## config.mk

```make
export PLATFORM = sky130hd
export DESIGN_NAME = c17v4_bist_array
export DESIGN_NICKNAME = d
export VERILOG_FILES = /design/src/rtl/c17v4_bist_array.sv
export SDC_FILE = /design/constraint.sdc
export NUM_CORES = 1
export LEC_CHECK = 0
export CAP_MARGIN = 40
export CORE_AREA = 4 4 107 109
export CTS_CLUSTER_SIZE = 16
export DETAILED_ROUTE_END_ITERATION = 16
export DIE_AREA = 0 0 111 113
export PLACE_DENSITY = 0.72
export SYNTH_ARGS = -nofsm -noshare
export SYNTH_HDL_FRONTEND = slang
export SYNTH_SLANG_ARGS = --single-unit
```

## constraint.sdc

```tcl
create_clock -name clk -period 2.32 [get_ports clk]
set_input_delay 0.464 -clock clk [delete_from_list [all_inputs] [get_ports clk]]
set_output_delay 0.464 -clock clk [all_outputs]
set_load 0.02 [all_outputs]
```

## src/rtl/c17v4_bist_array.sv

```systemverilog
// c17v4_bist_array: self-testing, pipelined array of C17V4 lanes.
// An LFSR feeds every lane, a MISR compacts the lane outputs, and the
// final signature is compared against a supplied golden value. One lane
// can have its internal node w1 stuck at 1 for fault-coverage runs.
module c17v4_bist_array #(
    parameter int          LANES    = 4,
    parameter int          PATTERNS = 256,
    parameter logic [31:0] SEED     = 32'hACE1_0001
) (
    input  logic                 clk,
    input  logic                 rst,
    input  logic                 start,
    input  logic [31:0]          golden,
    input  logic                 fault_en,
    input  logic [2:0]           fault_lane,
    output logic                 busy,
    output logic                 done,
    output logic                 pass,
    output logic [31:0]          signature,
    output logic [5*LANES-1:0]   lane_in_q,
    output logic [2*LANES-1:0]   lane_out_q
);

    // Wide enough to hold PATTERNS so the run counter never wraps mid-run.
    localparam int CW = $clog2(PATTERNS + 1);

    if (LANES < 1 || LANES > 6) begin : gBadLanes
        $error("c17v4_bist_array: LANES must be in 1..6");
    end
    if (PATTERNS < 1) begin : gBadPatterns
        $error("c17v4_bist_array: PATTERNS must be at least 1");
    end
    if (SEED == 32'h0) begin : gBadSeed
        $error("c17v4_bist_array: SEED must be non-zero");
    end

    typedef enum logic [1:0] {
        IDLE  = 2'd0,
        RUN   = 2'd1,
        FLUSH = 2'd2,
        DONE  = 2'd3
    } state_t;

    state_t              state_q, state_d;
    logic [31:0]         lfsr_q;
    logic [31:0]         misr_q;
    logic [CW-1:0]       cnt_q;
    logic                v1_q, v2_q;
    logic                faultEn_q;
    logic [2:0]          faultLane_q;

    logic                issue;
    logic                beginRun;
    logic [31:0]         lfsrNext;
    logic [31:0]         misrNext;
    logic [5*LANES-1:0]  laneIn_d;
    logic [2*LANES-1:0]  laneOut_d;
    logic [LANES-1:0]    w1;

    // LFSR advance and MISR compaction share the same feedback taps.
    always_comb begin
        lfsrNext = {lfsr_q[30:0], lfsr_q[31] ^ lfsr_q[21] ^ lfsr_q[1] ^ lfsr_q[0]};
        misrNext = {misr_q[30:0], misr_q[31] ^ misr_q[21] ^ misr_q[1] ^ misr_q[0]}
                   ^ 32'(lane_out_q);
    end

    // Slice the LFSR into per-lane {G5,G4,G3,G2,G1} input groups.
    always_comb begin
        laneIn_d = '0;
        for (int k = 0; k < LANES; k++) begin
            for (int j = 0; j < 5; j++) begin
                laneIn_d[5*k+j] = lfsr_q[(5*k+j) % 32];
            end
        end
    end

    // C17V4 function per lane; the selected faulty lane sees w1 forced high.
    always_comb begin
        w1        = '0;
        laneOut_d = '0;
        for (int k = 0; k < LANES; k++) begin
            w1[k] = (lane_in_q[5*k+4] & lane_in_q[5*k+1])
                    | (faultEn_q && (faultLane_q == 3'(k)));
            laneOut_d[2*k]   = (lane_in_q[5*k+4] & lane_in_q[5*k])
                               | (lane_in_q[5*k+3] & ~w1[k]);
            laneOut_d[2*k+1] = (lane_in_q[5*k+3] | lane_in_q[5*k+2]) & ~w1[k];
        end
    end

    // Sequencer next-state and status outputs; FLUSH ends once stage 1 is empty.
    always_comb begin
        state_d  = state_q;
        issue    = 1'b0;
        beginRun = 1'b0;
        busy     = 1'b0;
        done     = 1'b0;
        case (state_q)
            IDLE: begin
                if (start) begin
                    state_d  = RUN;
                    beginRun = 1'b1;
                end
            end
            RUN: begin
                busy  = 1'b1;
                issue = 1'b1;
                if (cnt_q == CW'(PATTERNS - 1)) begin
                    state_d = FLUSH;
                end
            end
            FLUSH: begin
                busy = 1'b1;
                if (!v1_q) begin
                    state_d = DONE;
                end
            end
            DONE: begin
                done    = 1'b1;
                state_d = IDLE;
            end
            default: state_d = IDLE;
        endcase
        pass = done && (misr_q == golden);
    end

    // State, pipeline and signature registers; reset aborts any run immediately.
    always_ff @(posedge clk) begin
        if (rst) begin
            state_q     <= IDLE;
            lfsr_q      <= SEED;
            misr_q      <= '0;
            cnt_q       <= '0;
            v1_q        <= 1'b0;
            v2_q        <= 1'b0;
            faultEn_q   <= 1'b0;
            faultLane_q <= '0;
            lane_in_q   <= '0;
            lane_out_q  <= '0;
        end else begin
            state_q <= state_d;
            v1_q    <= issue;
            v2_q    <= v1_q;
            if (issue) begin
                lane_in_q <= laneIn_d;
            end
            if (v1_q) begin
                lane_out_q <= laneOut_d;
            end
            if (beginRun) begin
                lfsr_q      <= SEED;
                misr_q      <= '0;
                cnt_q       <= '0;
                faultEn_q   <= fault_en;
                faultLane_q <= fault_lane;
            end else begin
                if (issue) begin
                    lfsr_q <= lfsrNext;
                    cnt_q  <= cnt_q + CW'(1);
                end
                if (v2_q) begin
                    misr_q <= misrNext;
                end
            end
        end
    end

    assign signature = misr_q;

endmodule

```

==> run_results.csv <==
group,metric,value,unit
run_status,status,"completed",
worst_hold_path,hp-class,"reg -> reg",
clocking,ctsRootBufferMaster,"sky130_fd_sc_hd__clkbuf_8",
cells_and_area,final_util,0.575,
worst_setup_path,critPathCaptureType,"output port",
timing,tns,0,ps
timing,finClkSkew,14.7,ps
cells_and_area,multiInputGateArea,2230,um2
timing,achievable-frequency,443,MHz
worst_setup_path,capture_point_of_the_worst_path,"pass",
global_routing,via_count_of_the_first_global_routing_pass,3681,
worst_setup_path,path_cells,"clkdlybuf4s50_1 -> xor2_1 -> nor4_2 -> nand4_1 -> nor3_2 -> buf_4",
cells_and_area,area.growth.synth_to_final,30.4,%
floorplanning,floorplan.io_pins,102,
routing,dr_total_vias,3628,
timing,grt_setup_unrepaired,"false",
routing,drt_iter0_markers,129,
global_routing,global_route_wire_length_before_repair,18400,um
place,routability_cong,0.940,
clocking,worstSkewPairLatency,370,ps
timing,hold_ws,475,ps
pwr,final_power,0.00484,W
cells_and_area,register_cell_area_after_layout,2180,um2
clocking,ctsLongestPathBuffers,2,
place,dp_slack,-592,ps
synthesis,mappedNetlistArea,4670,um2
synthesis,synth.avg_cell_area,9.34,um2
place,post-dp-hpwl,8060,um
global_routing,groute.usage.overall,0.178,
floorplanning,rows,38,
flow_run,drv_cap,0,
routing,route.final.wire_length,11100,um
timing,slew_headroom,0.540,
worst_setup_path,worst_r2r_endpoint,"signature[7]",
worst_setup_path,crit_path_arrival_time,1790,ps
worst_setup_path,critPathKind,"in -> out",
clocking,htree_levels,3,
worst_setup_path,reg_to_reg_slack_setup,590,ps
worst_setup_path,timing.critical_path.fanout_max,1,
cells_and_area,nets,635,
global_routing,initial_antenna_violation_count,0,
timing,report.final.slew_viol_count,0,
floorplanning,floorplan.core_area,10600,um2
synthesis,synth.net_count,545,
worst_setup_path,crit-reg2reg-launch,"state_q[0]",
timing,tightest_slew,690,ps
cells_and_area,antenna_cells_inserted,0,
synthesis,ys_seq_elements,109,
synthesis,synth_warnings,0,
synthesis,synthesized_netlist_cell_count,500,
cells_and_area,fillerInstances,951,
timing,hold_violations,0,
clocking,cts_hold_buffers,0,
floorplanning,die_area,12500,um2
clocking,clock-sinks,109,
worst_setup_path,worst_setup_path_startpoint,"golden[6]",
synthesis,seq_area_frac_synth,0.467,
pwr,static-leakage-power,2.25,nW
timing,min_period_over_period,0.973,
routing,route.detailed.drc,0,
clocking,cts_inserted_buffers,9,
worst_setup_path,delay_of_the_slowest_critical_path_stage,420,ps
floorplanning,die_height,113,um
routing,routedWlPerCell,15.0,um
pwr,vdd_drop_max,0.457,mV
clocking,path_clk_slew,110,ps
cells_and_area,layout-drive-gt1-share,0.106,
place,port_buf_inserts,101,
floorplanning,initial_core_util,0.441,
synthesis,synthDistinctLibCells,33,
pwr,power-per-cell-area,795,nW/um2
routing,drt_first_pass_iters,4,
timing,setup_viol_count_final,0,
worst_setup_path,r2r.worst_path.cells,6,
global_routing,gr-total-overflow,0,
floorplanning,die_w,111,um
timing,period_minus_slack,2260,ps
worst_setup_path,critical_path_required,1860,ps
routing,vias_per_cell,4.94,
clocking,cts_tree,"built",
worst_setup_path,timing.critical_path.slowest_stage_cell,"sky130_fd_sc_hd__clkdlybuf4s50_1",
routing,route.antenna.remaining_nets,0,
global_routing,grt_start_max_net_pins,47,
timing,final.setup.worst_slack,62.2,ps
worst_setup_path,crit_path_start_kind,"input port",
-- sequential cells by signal (all words and copies together) (netlist names) --
name / count
signature: 32
lane_out_q: 8
v1_q: 1
lane_in_q: 20
state_q: 2
lfsr_q: 32
v2_q: 1
faultLane_q: 3
faultEn_q: 1
cnt_q: 9
-- report_power, final --
group / switching (W) / leakage, nW / internal, W
logic: 0.000746 / 1.26 / 0.000670
registers: 0.000166 / 0.883 / 0.00203
clock network: 0.000705 / 0.106 / 0.000528
total: 0.00162 / 2.25 / 0.00323
-- synthesized netlist by cell type (all sizes together) --
cell type	number	share of area
a32oi	2	0.0038
and4	2	0.0038
nand4	3	0.0040
nand2b	47	0.063
a22oi	6	0.0096
buf	40	0.055
a211oi	12	0.019
o21ai	2	0.0021
nor3	2	0.0021
nand2	35	0.029
o211ai	4	0.0064
a21oi	50	0.054
xor2	37	0.069
nand3	10	0.011
nor2b	3	0.0040
nor4	7	0.0094
or3	1	0.0013
nor3b	1	0.0016
nor2	50	0.040
clkbuf	12	0.014
and3	2	0.0027
mux2i	37	0.079
ha	6	0.016
xnor2	14	0.026
a221oi	1	0.0019
inv	5	0.0040
dfxtp	109	0.47
-- worst max-delay path: cells and delay by family --
| kind | cells | cell delay, ps |
|---|---|---|
| xor+xnor | 1 | 150 |
| buf+inv | 2 | 580 |
| simple gates | 3 | 600 |
-- cell families after synthesis --
group | Yosys count | synth area share
XOR/XNOR | 51 | 0.0956
adder cells (fa/ha/maj) | 6 | 0.0161
multiplexers | 37 | 0.0793
AND/OR/NAND/NOR | 163 | 0.171
flip-flops | 109 | 0.467
buffers and inverters | 57 | 0.0731
AO/OA/AOI/OAI | 77 | 0.0975
-- worst min path at each step --
| stage | from | endpoint | slack (ps) | depth (start not counted) |
|---|---|---|---|---|
| final | faultEn_q | faultEn_q | 480 | 2 |
| after global routing | lfsr_q[17] | lfsr_q[17] | 500 | 2 |
| after CTS | lfsr_q[3] | lfsr_q[3] | 480 | 2 |
| after detailed placement | lfsr_q[3] | lfsr_q[3] | 460 | 2 |
| after global placement | lfsr_q[23] | lfsr_q[23] | 450 | 2 |
| after floorplan | faultEn_q | faultEn_q | 440 | 2 |
-- layout make-up --
cell class / count / area share
inverter: 5 / 0.00308
clock buffer: 9 / 0.0203
timing repair buffer: 131 / 0.209
multi-input combinational: 334 / 0.366
sequential: 109 / 0.359
tap: 140 / 0.0288
clock inverter: 7 / 0.0146
-- placed cells by master (no fill, tap or decap), drive strengths merged, types with 9 or more instances in the layout --
cell type / instances
clkbuf: 9
clkdlybuf4s50: 87
inv: 9
buf: 31
nand2b: 47
dlymetal6s2s: 11
nand2: 35
a211oi: 12
dfxtp: 109
nand3: 10
xnor2: 14
xor2: 37
mux2i: 37
a21oi: 50
nor2: 50
-- repair_timing --
item	CTS	global route
endpoints found under the setup margin	1	2
gates resized for setup	9	22
cloned	0	0
setup buffers	0	0
pin swaps	5	9
-- per-stage QoR --
stage                     instance area (um2)  cells
after floorplan                          4670    500
after global placement                   5780    719
after detailed placement                 5780    719
after CTS                                6000    735
after global routing                     6090    735
final                                    6090    735
-- per-layer routing --
metal  routed length, um  track usage
met1                5080        0.231
met2                5240        0.292
met3                 590       0.0374
met4                 144       0.0657
met5                   0            0
Power figures use the tool's default switching activity.
